## config.mk

```make
export PLATFORM = sky130hd
export DESIGN_NAME = ifu_fetch
export DESIGN_NICKNAME = d
export VERILOG_FILES = /design/src/rtl/npc_pkg.sv /design/src/rtl/ifu_fetch.sv
export SDC_FILE = /design/constraint.sdc
export NUM_CORES = 1
export LEC_CHECK = 0
export CAP_MARGIN = 20
export CORE_MARGIN = 2
export CORE_UTILIZATION = 35
export CTS_CLUSTER_DIAMETER = 200
export DETAILED_ROUTE_END_ITERATION = 6
export HOLD_SLACK_MARGIN = 0.03
export PLACE_DENSITY = 0.86
export SYNTH_ARGS = -nofsm -noshare
export SYNTH_HDL_FRONTEND = slang
export SYNTH_SLANG_ARGS = --single-unit
export TNS_END_PERCENT = 50
```

## constraint.sdc

```tcl
create_clock -name clk -period 2.9 [get_ports clk]
set_input_delay 0.58 -clock clk [delete_from_list [all_inputs] [get_ports clk]]
set_output_delay 0.58 -clock clk [all_outputs]
set_load 0.005 [all_outputs]
```

## src/rtl/npc_pkg.sv

```systemverilog
// Shared definitions for the fetch front end and the PC stage.
//   fetch_state_e : instruction-fetch FSM states
//   RESP_OKAY     : AXI-lite read response meaning success
//   NOP_INST      : addi x0,x0,0, substituted for faulting fetches
//   RESET_PC      : PC value the PC stage comes out of reset with
package npc_pkg;

  typedef enum logic [1:0] {
    FS_IDLE = 2'd0,
    FS_ADDR = 2'd1,
    FS_DATA = 2'd2,
    FS_HOLD = 2'd3
  } fetch_state_e;

  localparam logic [1:0]  RESP_OKAY = 2'b00;
  localparam logic [31:0] NOP_INST  = 32'h0000_0013;
  localparam logic [31:0] RESET_PC  = 32'h8000_0000;

endpackage

```

## src/rtl/ifu_fetch.sv

```systemverilog
// Instruction fetch unit sitting directly behind the PC register.
// Samples pc, issues one AR/R read at a time to instruction memory, holds the
// returned instruction for decode under a valid/ready handshake, and pulses
// pc_adv in the cycle decode consumes it. flush discards a held or in-flight
// fetch after a redirect.
//
// Ports
//   clk, rst            : clock, asynchronous active-high reset
//   pc, fetch_en, flush : PC stage / redirect control
//   araddr, arvalid,
//   arready             : read address channel
//   rdata, rresp,
//   rvalid, rready      : read data channel
//   inst, inst_pc,
//   inst_fault,
//   inst_valid,
//   inst_ready          : decode interface
//   pc_adv              : one-cycle pulse when decode takes the instruction
module ifu_fetch #(
  parameter int                ADDR_W   = 32,
  parameter int                DATA_W   = 32,
  parameter logic [DATA_W-1:0] NOP_INST = npc_pkg::NOP_INST
) (
  input  logic              clk,
  input  logic              rst,
  input  logic [ADDR_W-1:0] pc,
  input  logic              fetch_en,
  input  logic              flush,
  output logic [ADDR_W-1:0] araddr,
  output logic              arvalid,
  input  logic              arready,
  input  logic [DATA_W-1:0] rdata,
  input  logic [1:0]        rresp,
  input  logic              rvalid,
  output logic              rready,
  output logic [DATA_W-1:0] inst,
  output logic [ADDR_W-1:0] inst_pc,
  output logic              inst_fault,
  output logic              inst_valid,
  input  logic              inst_ready,
  output logic              pc_adv
);
  import npc_pkg::*;

  fetch_state_e      r_state;
  fetch_state_e      w_next;
  logic [ADDR_W-1:0] r_araddr;
  logic [ADDR_W-1:0] r_inst_pc;
  logic [DATA_W-1:0] r_inst;
  logic              r_fault;
  logic              r_drop;

  logic              w_start;
  logic              w_misalign;
  logic              w_r_hs;
  logic              w_keep;
  logic              w_consume;

  // A faulting response never reaches decode as real bits.
  function automatic logic [DATA_W-1:0] sel_inst(input logic [DATA_W-1:0] data,
                                                 input logic [1:0] resp);
    return (resp == RESP_OKAY) ? data : NOP_INST;
  endfunction

  assign w_start    = (r_state == FS_IDLE) && fetch_en && !flush;
  assign w_misalign = (pc[1:0] != 2'b00);
  assign w_r_hs     = (r_state == FS_DATA) && rvalid;
  // A flush arriving together with rvalid discards that beat as well.
  assign w_keep     = w_r_hs && !r_drop && !flush;
  assign w_consume  = (r_state == FS_HOLD) && inst_ready && !flush;

  always_ff @(posedge clk or posedge rst) begin
    if (rst) r_state <= FS_IDLE;
    else     r_state <= w_next;
  end

  always_comb begin
    w_next = r_state;
    case (r_state)
      FS_IDLE: if (w_start) w_next = w_misalign ? FS_HOLD : FS_ADDR;
      // arvalid stays up until the handshake even if a flush arrives.
      FS_ADDR: if (arready) w_next = FS_DATA;
      FS_DATA: if (rvalid)  w_next = w_keep ? FS_HOLD : FS_IDLE;
      // flush wins over inst_ready; both leave HOLD, only one advances the PC.
      FS_HOLD: if (flush || inst_ready) w_next = FS_IDLE;
      default: w_next = FS_IDLE;
    endcase
  end

  always_ff @(posedge clk or posedge rst) begin
    if (rst) begin
      r_araddr  <= '0;
      r_inst_pc <= '0;
      r_inst    <= '0;
      r_fault   <= 1'b0;
      r_drop    <= 1'b0;
    end else begin
      if (w_start) begin
        r_araddr  <= pc;
        r_inst_pc <= pc;
        // Misaligned PC: no bus request, present a faulting NOP directly.
        if (w_misalign) begin
          r_inst  <= NOP_INST;
          r_fault <= 1'b1;
        end
      end
      if (w_keep) begin
        r_inst  <= sel_inst(rdata, rresp);
        r_fault <= (rresp != RESP_OKAY);
      end
      // drop marks the outstanding read as stale; cleared when its beat drains.
      if (w_r_hs)
        r_drop <= 1'b0;
      else if (flush && (r_state == FS_ADDR || r_state == FS_DATA))
        r_drop <= 1'b1;
    end
  end

  assign araddr     = r_araddr;
  assign arvalid    = (r_state == FS_ADDR);
  assign rready     = (r_state == FS_DATA);
  assign inst       = r_inst;
  assign inst_pc    = r_inst_pc;
  assign inst_fault = r_fault;
  assign inst_valid = (r_state == FS_HOLD);
  assign pc_adv     = w_consume;

endmodule

```

# --- Word-level counts from Yosys, hierarchy flattened ---
# Cells that the tools add are included.
word_totals:
  input_bits: 73
  out_inout_bits: 101
  ff_bits: 68
op_classes:
  muxes: 16
  reduce_logical: 21
  n_eq_ne: 7
op_table:
  columns: ["operator", "n"]
  rows:
  - ["2-to-1 mux 32 bit", 4]
  - ["2-to-1 mux 2 bit", 6]
  - ["nonzero test 2 bit", 5]
  - ["logical AND 1 bit", 8]
  - ["case mux 2 bit (4 select lines)", 1]
  - ["2-to-1 mux 1 bit", 5]
  - ["equality test 2 bit, second input constant", 2]
  - ["zero test 2 bit", 2]
  - ["!= test 2 x 1 -> 1 bit, second input constant", 2]
  - ["!= test 2 bit, second input constant", 2]
  - ["AND reduction 4 bit", 1]
  - ["equality test 2 x 1 -> 1 bit, second input constant", 1]
  - ["zero test 1 bit", 2]
  - ["logical OR 1 bit", 2]
  - ["AND reduction 2 bit", 1]

# --- Longest topological paths before layout ---
depth:
  word_depth: 7
  mapped_depth: 7
  depth_no_buf: 5

# --- Least setup slack after synthesis ---
# Ideal clock, no wire load.
synth_path:
  path_type: "register to register"
  startpoint: "reg r_state[0]"
  endpoint: "reg r_inst[10] (netlist: inst[10])"
  stages_incl_launch_ff: 8
  required_time_ns: 2.779
  t_arrival_ns: 1.504
  path_slack_ns: 1.275
  setup_time_ns: 0.121
  cell_sequence: "dfrtp_1 -> inv_1 -> ha_1 -> nand4bb_2 -> o21a_1 -> buf_6 -> buf_6 -> a22o_1"
synth_between:
  elab_chain_len: 6
  elab_cells_between_ends: 11
  classes_between: "eq/ne: 1; mux: 1; reduce/logical: 9"
synth_rtl:
  columns: ["item", "line_no", "source"]
  rows:
  - ["start, declared", "ifu_fetch.sv:45", "fetch_state_e r_state;"]
  - ["start signal, assigned", "ifu_fetch.sv:74", "else r_state <= w_next;"]
  - ["equality test 2 bit *", null, null]
  - ["named net rready", "ifu_fetch.sv:35", "output logic rready,"]
  - ["logical AND 1 bit *", "ifu_fetch.sv:67", "assign w_r_hs = (r_state == FS_DATA) && rvalid;"]
  - ["logical AND 1 bit * (2 in series)", "ifu_fetch.sv:69", "assign w_keep = w_r_hs && !r_drop && !flush;"]
  - ["nonzero test 2 bit (no line)", null, null]
  - ["AND reduction 2 bit (no line)", null, null]
  - ["end signal, assigned", "ifu_fetch.sv:108", "r_inst <= sel_inst(rdata, rresp);"]
  - ["end, declared", "ifu_fetch.sv:49", "logic [DATA_W-1:0] r_inst;"]
# The timed path passes the listed nets; every way through them passes the cells marked *.
# A chain may end at the register's enable or synchronous reset.

# --- Final worst setup path ---
layout_path:
  startpoint: "in flush"
  endpoint: "out pc_adv"
layout_between:
  elab_chain_len: 2
layout_rtl:
  columns: ["item", "line_no", "source"]
  rows:
  - ["start, declared", "ifu_fetch.sv:28", "input logic flush,"]
  - ["zero test 1 bit", "ifu_fetch.sv:70", "assign w_consume = (r_state == FS_HOLD) && inst_ready && !flush;"]
  - ["logical AND 1 bit", "ifu_fetch.sv:70", null]
  - ["end, declared", "ifu_fetch.sv:41", "output logic pc_adv"]
# Every way passes these cells.

==> flow_summary.json <==
{
  "first_pass_iters": 4,
  "design.final.nets": 427,
  "iteration_0_drc_count_of_the_detailed_router": 44,
  "cts_resized": 0,
  "layout-drive-gt1-share_pct": 15.3,
  "dr_wl_met3_um": 593,
  "route.top_layer_used": "met4",
  "placement.io_buffers": 173,
  "drt-wirelength-per-cell_um": 14.9,
  "clock_latency_ps": 330,
  "hpwl_um": 5210,
  "cellPowerDensity_nw_per_um2": 903,
  "final_critical_period_ps": 2400,
  "setup_total_negative_slack_ps": 0,
  "pins_over_slew_limit": 0,
  "synth.ff_latch_count": 68,
  "clock-sinks": 68,
  "synth_cells": 202,
  "post_synth_most_frequent_cells": "sky130_fd_sc_hd__dfrtp_1, sky130_fd_sc_hd__buf_4, sky130_fd_sc_hd__mux2_2, sky130_fd_sc_hd__a22o_1, sky130_fd_sc_hd__buf_2",
  "clockRootBuffer": "sky130_fd_sc_hd__clkbuf_8",
  "skew_ps": 8.03,
  "final_antenna_net_count": 0,
  "met1_length_um": 2770,
  "timing.hold.ws_ps": 504,
  "number_of_synthesized_flops_with_an_enable_pin": 0,
  "setup.worst_path.class": "in -> out",
  "final-setup-viol-count": 0,
  "result_of_the_run": "complete, no violations",
  "vias_per_cell": 4.68,
  "synth_cell_types": 23,
  "post_synth_instance_area_um2": 2900,
  "detail_route.drc_violations": 0,
  "cpMostUsedCell": "sky130_fd_sc_hd__clkdlybuf4s50_1",
  "netlist_top_cells_area": "sky130_fd_sc_hd__dfrtp_1, sky130_fd_sc_hd__mux2_2, sky130_fd_sc_hd__a22o_1",
  "std_cell_rows": 33,
  "dieHeight_um": 95.0,
  "detailroute.wirelength.met2_um": 3350,
  "irDropWorstVdd_v": 0.000318,
  "floorplan.initialDensity_pct": 35.6,
  "cts_hold_repair.buffers": 0,
  "drt_wl_total_um": 6800,
  "min_period_over_period_pct": 82.7,
  "postSynthAreaPerCell_um2": 14.3,
  "ys.flop_type": "sky130_fd_sc_hd__dfrtp_1",
  "n_antenna_cell": 0,
  "synth_async_sr_flop_share_pct": 100,
  "worst-slew-pin-transition_ps": 944,
  "grt_remaining_overflow": 0,
  "critPathSlowestCell": "sky130_fd_sc_hd__clkdlybuf4s50_1",
  "achievable-frequency_mhz": 417,
  "die_width_um": 95.0,
  "timing.final.hold_violations": 0,
  "synthToLayoutAreaGrowth_pct": 61.7,
  "grt_first_pass_wirelength_um": 10700,
  "relSlewSlack_pct": 37.1,
  "grt_max_degree": 34,
  "initial_antenna_violation_count": 0,
  "core-area_um2": 8130,
  "hold_class": "reg -> reg",
  "maxCapViolCount": 0,
  "synth_warnings": 0,
  "synth_nets": 280,
  "vias": 2138,
  "endpoint_kind": "output port",
  "critical_path.max_fanout": 6,
  "filler_cell_count_in_the_final_layout": 680,
  "synth-seq-area-share_pct": 58.8,
  "cp.required_ps": 2320,
  "synth_area_leader_cell": "sky130_fd_sc_hd__dfrtp_1",
  "cpPeakStageDelay_ps": 500,
  "cts_made_buffers": 9,
  "worstPathCellList": "clkdlybuf4s50_1, and3b_1, clkdlybuf4s50_1",
  "cp.arrival_ps": 1820,
  "globalRouteTotalUtil_pct": 15.6,
  "post-synth-top-count-cell": "sky130_fd_sc_hd__dfrtp_1",
  "startpoint_class_of_the_critical_path": "primary input",
  "synth_top_cell_area_share_pct": 58.8,
  "clkSlewWorstSetupHoldPaths_ps": 60,
  "gpl.final_weighted_congestion": 0.777,
  "ios": 174,
  "post_cts.repair.setup_buffers": 0,
  "clock_tree_buf_depth": 2,
  "dieArea_um2": 9020,
  "cts_max_level": 3,
  "first_global_vias": 2269,
  "power_leakage_uw": 0.00200,
  "rsz0062_at_grt": "false",
  "cts_tree": "yes"
}
through the flow:
stage	util (%)	worst slack, ps	std cells	total power (uW)	cell area (um^2)
floorplan	-	608	202	2460	2900
global placement	55.2	501	443	3450	4490
detailed placement	55.2	398	443	3520	4490
CTS	57.5	501	457	4290	4680
global route	57.5	478	457	4520	4680
finish	57.5	503	457	4230	4680
kinds of logic after synthesis:
kind of cell	Yosys count	synth area share, %
DFF	68	58.8
adders and majority gates	5	2.16
muxes	34	13.1
and+or+nand+nor	12	3.50
buffers and inverters	44	10.9
AOI/OAI and AO/OA	39	11.5
final timing paths:
path	startpoint	end	slack (ps)	cells past startpoint
setup / recovery	flush	pc_adv	500	3
hold / removal	inst_fault	inst_fault	500	1
setup reg to reg	r_state[0]	inst[3]	860	5
hold reg to reg	inst_fault	inst_fault	500	1
max in group asynchronous	rst	inst[29]	1670	3
min in group asynchronous	rst	inst_pc[17]	530	2
where the power goes:
| part | switching, uW | internal [uW] |
|---|---|---|
| Sequential | 248 | 1300 |
| Combinational | 555 | 1370 |
| Clock | 315 | 434 |
| Total | 1120 | 3110 |
registers in the layout (all words and copies together) (netlist names):
signal      flops
inst           32
inst_fault      1
inst_pc        32
r_drop          1
r_state         2
metal layers:
layer / GRT usage, % / up-vias
met4: 5.80 / 0
met1: 17.4 / 1027
met5: 0 / -
met2: 27.3 / 121
met3: 5.43 / 9
li1: - / 981
critical path, delay by kind of cell:
family                 cells  cell delay [ps]
buffers and inverters      2              990
and+or+nand+nor            1              250
area by class of cell:
class,instances,area (um^2),area share (%)
inverter,3,11.3,0.241
sequential,68,1700,36.4
clock buffer,12,155,3.31
timing repair buffer,177,1760,37.6
tap,105,131,2.81
clock inverter,2,35.0,0.748
multi-input combinational,90,885,18.9
placed cells by master, fill, tap and decap left out, types with 2 or more instances in the layout:
cell	Yosys	final
sky130_fd_sc_hd__clkdlybuf4s50_1	0	173
sky130_fd_sc_hd__dfrtp_1	68	68
sky130_fd_sc_hd__mux2_2	32	32
sky130_fd_sc_hd__a22o_1	30	30
sky130_fd_sc_hd__clkbuf_8	0	11
sky130_fd_sc_hd__ha_1	5	5
sky130_fd_sc_hd__buf_4	32	4
sky130_fd_sc_hd__nor2b_1	3	3
sky130_fd_sc_hd__o22a_1	3	3
sky130_fd_sc_hd__inv_1	3	2
sky130_fd_sc_hd__mux2i_1	2	2
sky130_fd_sc_hd__nor2_1	2	2
sky130_fd_sc_hd__o21a_1	2	2
sky130_fd_sc_hd__a21oi_1	2	2
Note: power is estimated with default switching activity, not from simulation.
==> RTL edit (config.mk and constraints unchanged) <==
Reset style: synchronous (`rst`), changed in 2 clocked blocks. Comments in the files are not updated.
--- a/src/rtl/ifu_fetch.sv
+++ b/src/rtl/ifu_fetch.sv
@@ -71,3 +71,3 @@
 
-  always_ff @(posedge clk or posedge rst) begin
+  always_ff @(posedge clk) begin
     if (rst) r_state <= FS_IDLE;
@@ -89,3 +89,3 @@
 
-  always_ff @(posedge clk or posedge rst) begin
+  always_ff @(posedge clk) begin
     if (rst) begin
Behaviour: differs if rst is asserted again (counterexample within 4 cycles, from zero or initial values and one cycle with rst high); with rst held inactive, the same outputs for 4 cycles.
==> RTL edit against the original RTL <==
Utilization down 0.97 points; area after synthesis up 6.8%; worst setup slack worse by 77 ps; wire length up 33%; sequential share of layout area down 8.5 points; sequential cell count unchanged; cell area up 4.4%; hold slack worse by 30 ps; largest cell class unchanged; count of clock-buffer cells in the layout down 2; die area up 6.5%; non-clock buffer count up 4.
Power is not compared: it rests on default switching activity, and its combinational part moved more than twofold at a synthesized area within 25%.
==> RTL edit: results (changes against the original RTL) <==
\begin{tabular}{lr}
\hline
Metric & Value \\
\hline
\multicolumn{2}{l}{\textbf{Finish}} \\
\quad Number of non-filler instances in the completed layout & 591 (was 457) \\
\quad Area taken by flip-flops and latches & 0.00136 mm2 (was 0.00170 mm2) \\
\quad Seq\_cells & 68 (unchanged) \\
\quad Number of non-clock buffers & 181 (was 177) \\
\quad Sequential share of cell area & 0.279 (was 0.364) \\
\quad \# nets final & 556 (was 427) \\
\quad Share of final layout cell area taken by clock buffers and inverters & 0.0492 (was 0.0406) \\
\quad Layout fillers & 754 (was 680) \\
\quad Number of multi-input combinational cells in the layout & 215 (was 90) \\
\quad Data buffer area share & 0.371 (was 0.376) \\
\quad Share of cell area taken by multi-input logic gates & 0.271 (was 0.189) \\
\multicolumn{2}{l}{\textbf{Place}} \\
\quad Worst setup slack after placement & 434 ps (was 398 ps) \\
\quad Number of cells after detailed placement & 575 (was 443) \\
\quad Placer's final routability congestion estimate & 0.839 (was 0.777) \\
\multicolumn{2}{l}{\textbf{Route}} \\
\quad Vias per inst & 5.04 (was 4.68) \\
\quad Iteration-0 DRC Markers & 54 (was 44) \\
\quad First-pass detailed-route iteration total & 5 (was 4) \\
\quad Post-detailed-routing wire length & 9020 um (was 6800 um) \\
\multicolumn{2}{l}{\textbf{Hold path}} \\
\quad Worst Hold End & inst\_pc[5] (was inst\_fault) \\
\quad Startpoint of the lowest-slack hold path & inst\_pc[5] (was inst\_fault) \\
\multicolumn{2}{l}{\textbf{Setup path}} \\
\quad Crit Reg-Reg Startpoint & r\_state[0] (unchanged) \\
\quad CP Max Fanout & 8 (was 6) \\
\quad Largest stage delay on the critical path & 540 ps (was 500 ps) \\
\multicolumn{2}{l}{\textbf{Synth}} \\
\quad Synthesized netlist cell count & 347 (was 202) \\
\quad Seq/Total Area, Yosys & 0.440 (was 0.588) \\
\quad Syn nets & 425 (was 280) \\
\quad Synth async-reset ratio & 0 (was 1.00) \\
\quad Post-synth cell types & 30 (was 23) \\
\quad Dominant cells by area after synthesis & dfxtp\_1, buf\_4, a21oi\_1 (was dfrtp\_1, mux2\_2, a22o\_1) \\
\multicolumn{2}{l}{\textbf{Floorplan}} \\
\quad Starting utilization of the core area & 0.358 (was 0.356) \\
\multicolumn{2}{l}{\textbf{STA}} \\
\quad Transition at the pin with the smallest max-transition slack & 503 ps (was 944 ps) \\
\quad Layout Skew & 8.11 ps (was 8.03 ps) \\
\quad Hold Worst Slack & 474 ps (was 504 ps) \\
\multicolumn{2}{l}{\textbf{GRT}} \\
\quad First-pass GRT wire length & 14300 um (was 10700 um) \\
\multicolumn{2}{l}{\textbf{Run status}} \\
\quad Result of the run & completed (unchanged) \\
\hline
\end{tabular}
[RTL edit: cell types whose count changed after synthesis, moves of 4 or more]
| cell | change |
|---|---|
| a21oi_1 | +50 |
| a21oi_2 | +10 |
| a22o_1 | -30 |
| buf_2 | +4 |
| buf_4 | +6 |
| clkbuf_1 | +10 |
| dfrtp_1 | -68 |
| dfxtp_1 | +68 |
| mux2_2 | -32 |
| nand2_1 | +67 |
| nand3_1 | +29 |
| o211ai_1 | +19 |
| o211ai_2 | +10 |
[RTL edit: how the worst max path moves through the flow]
stage	start	end	slack, ps	depth (start not counted)
floorplan	rst	inst[21]	1440	3
global placement	flush	pc_adv	480	3
detailed placement	flush	pc_adv	430	3
CTS	flush	pc_adv	440	3
global route	flush	pc_adv	370	3
finish	flush	pc_adv	430	3
[RTL edit: metal layers]
metal  vias up  share of wire  track usage
met5         -              0            0
met2       141           0.48        0.309
met4         0          0.011       0.0406
met1      1391           0.42        0.218
met3        12          0.092       0.0709
li1       1436              -            -
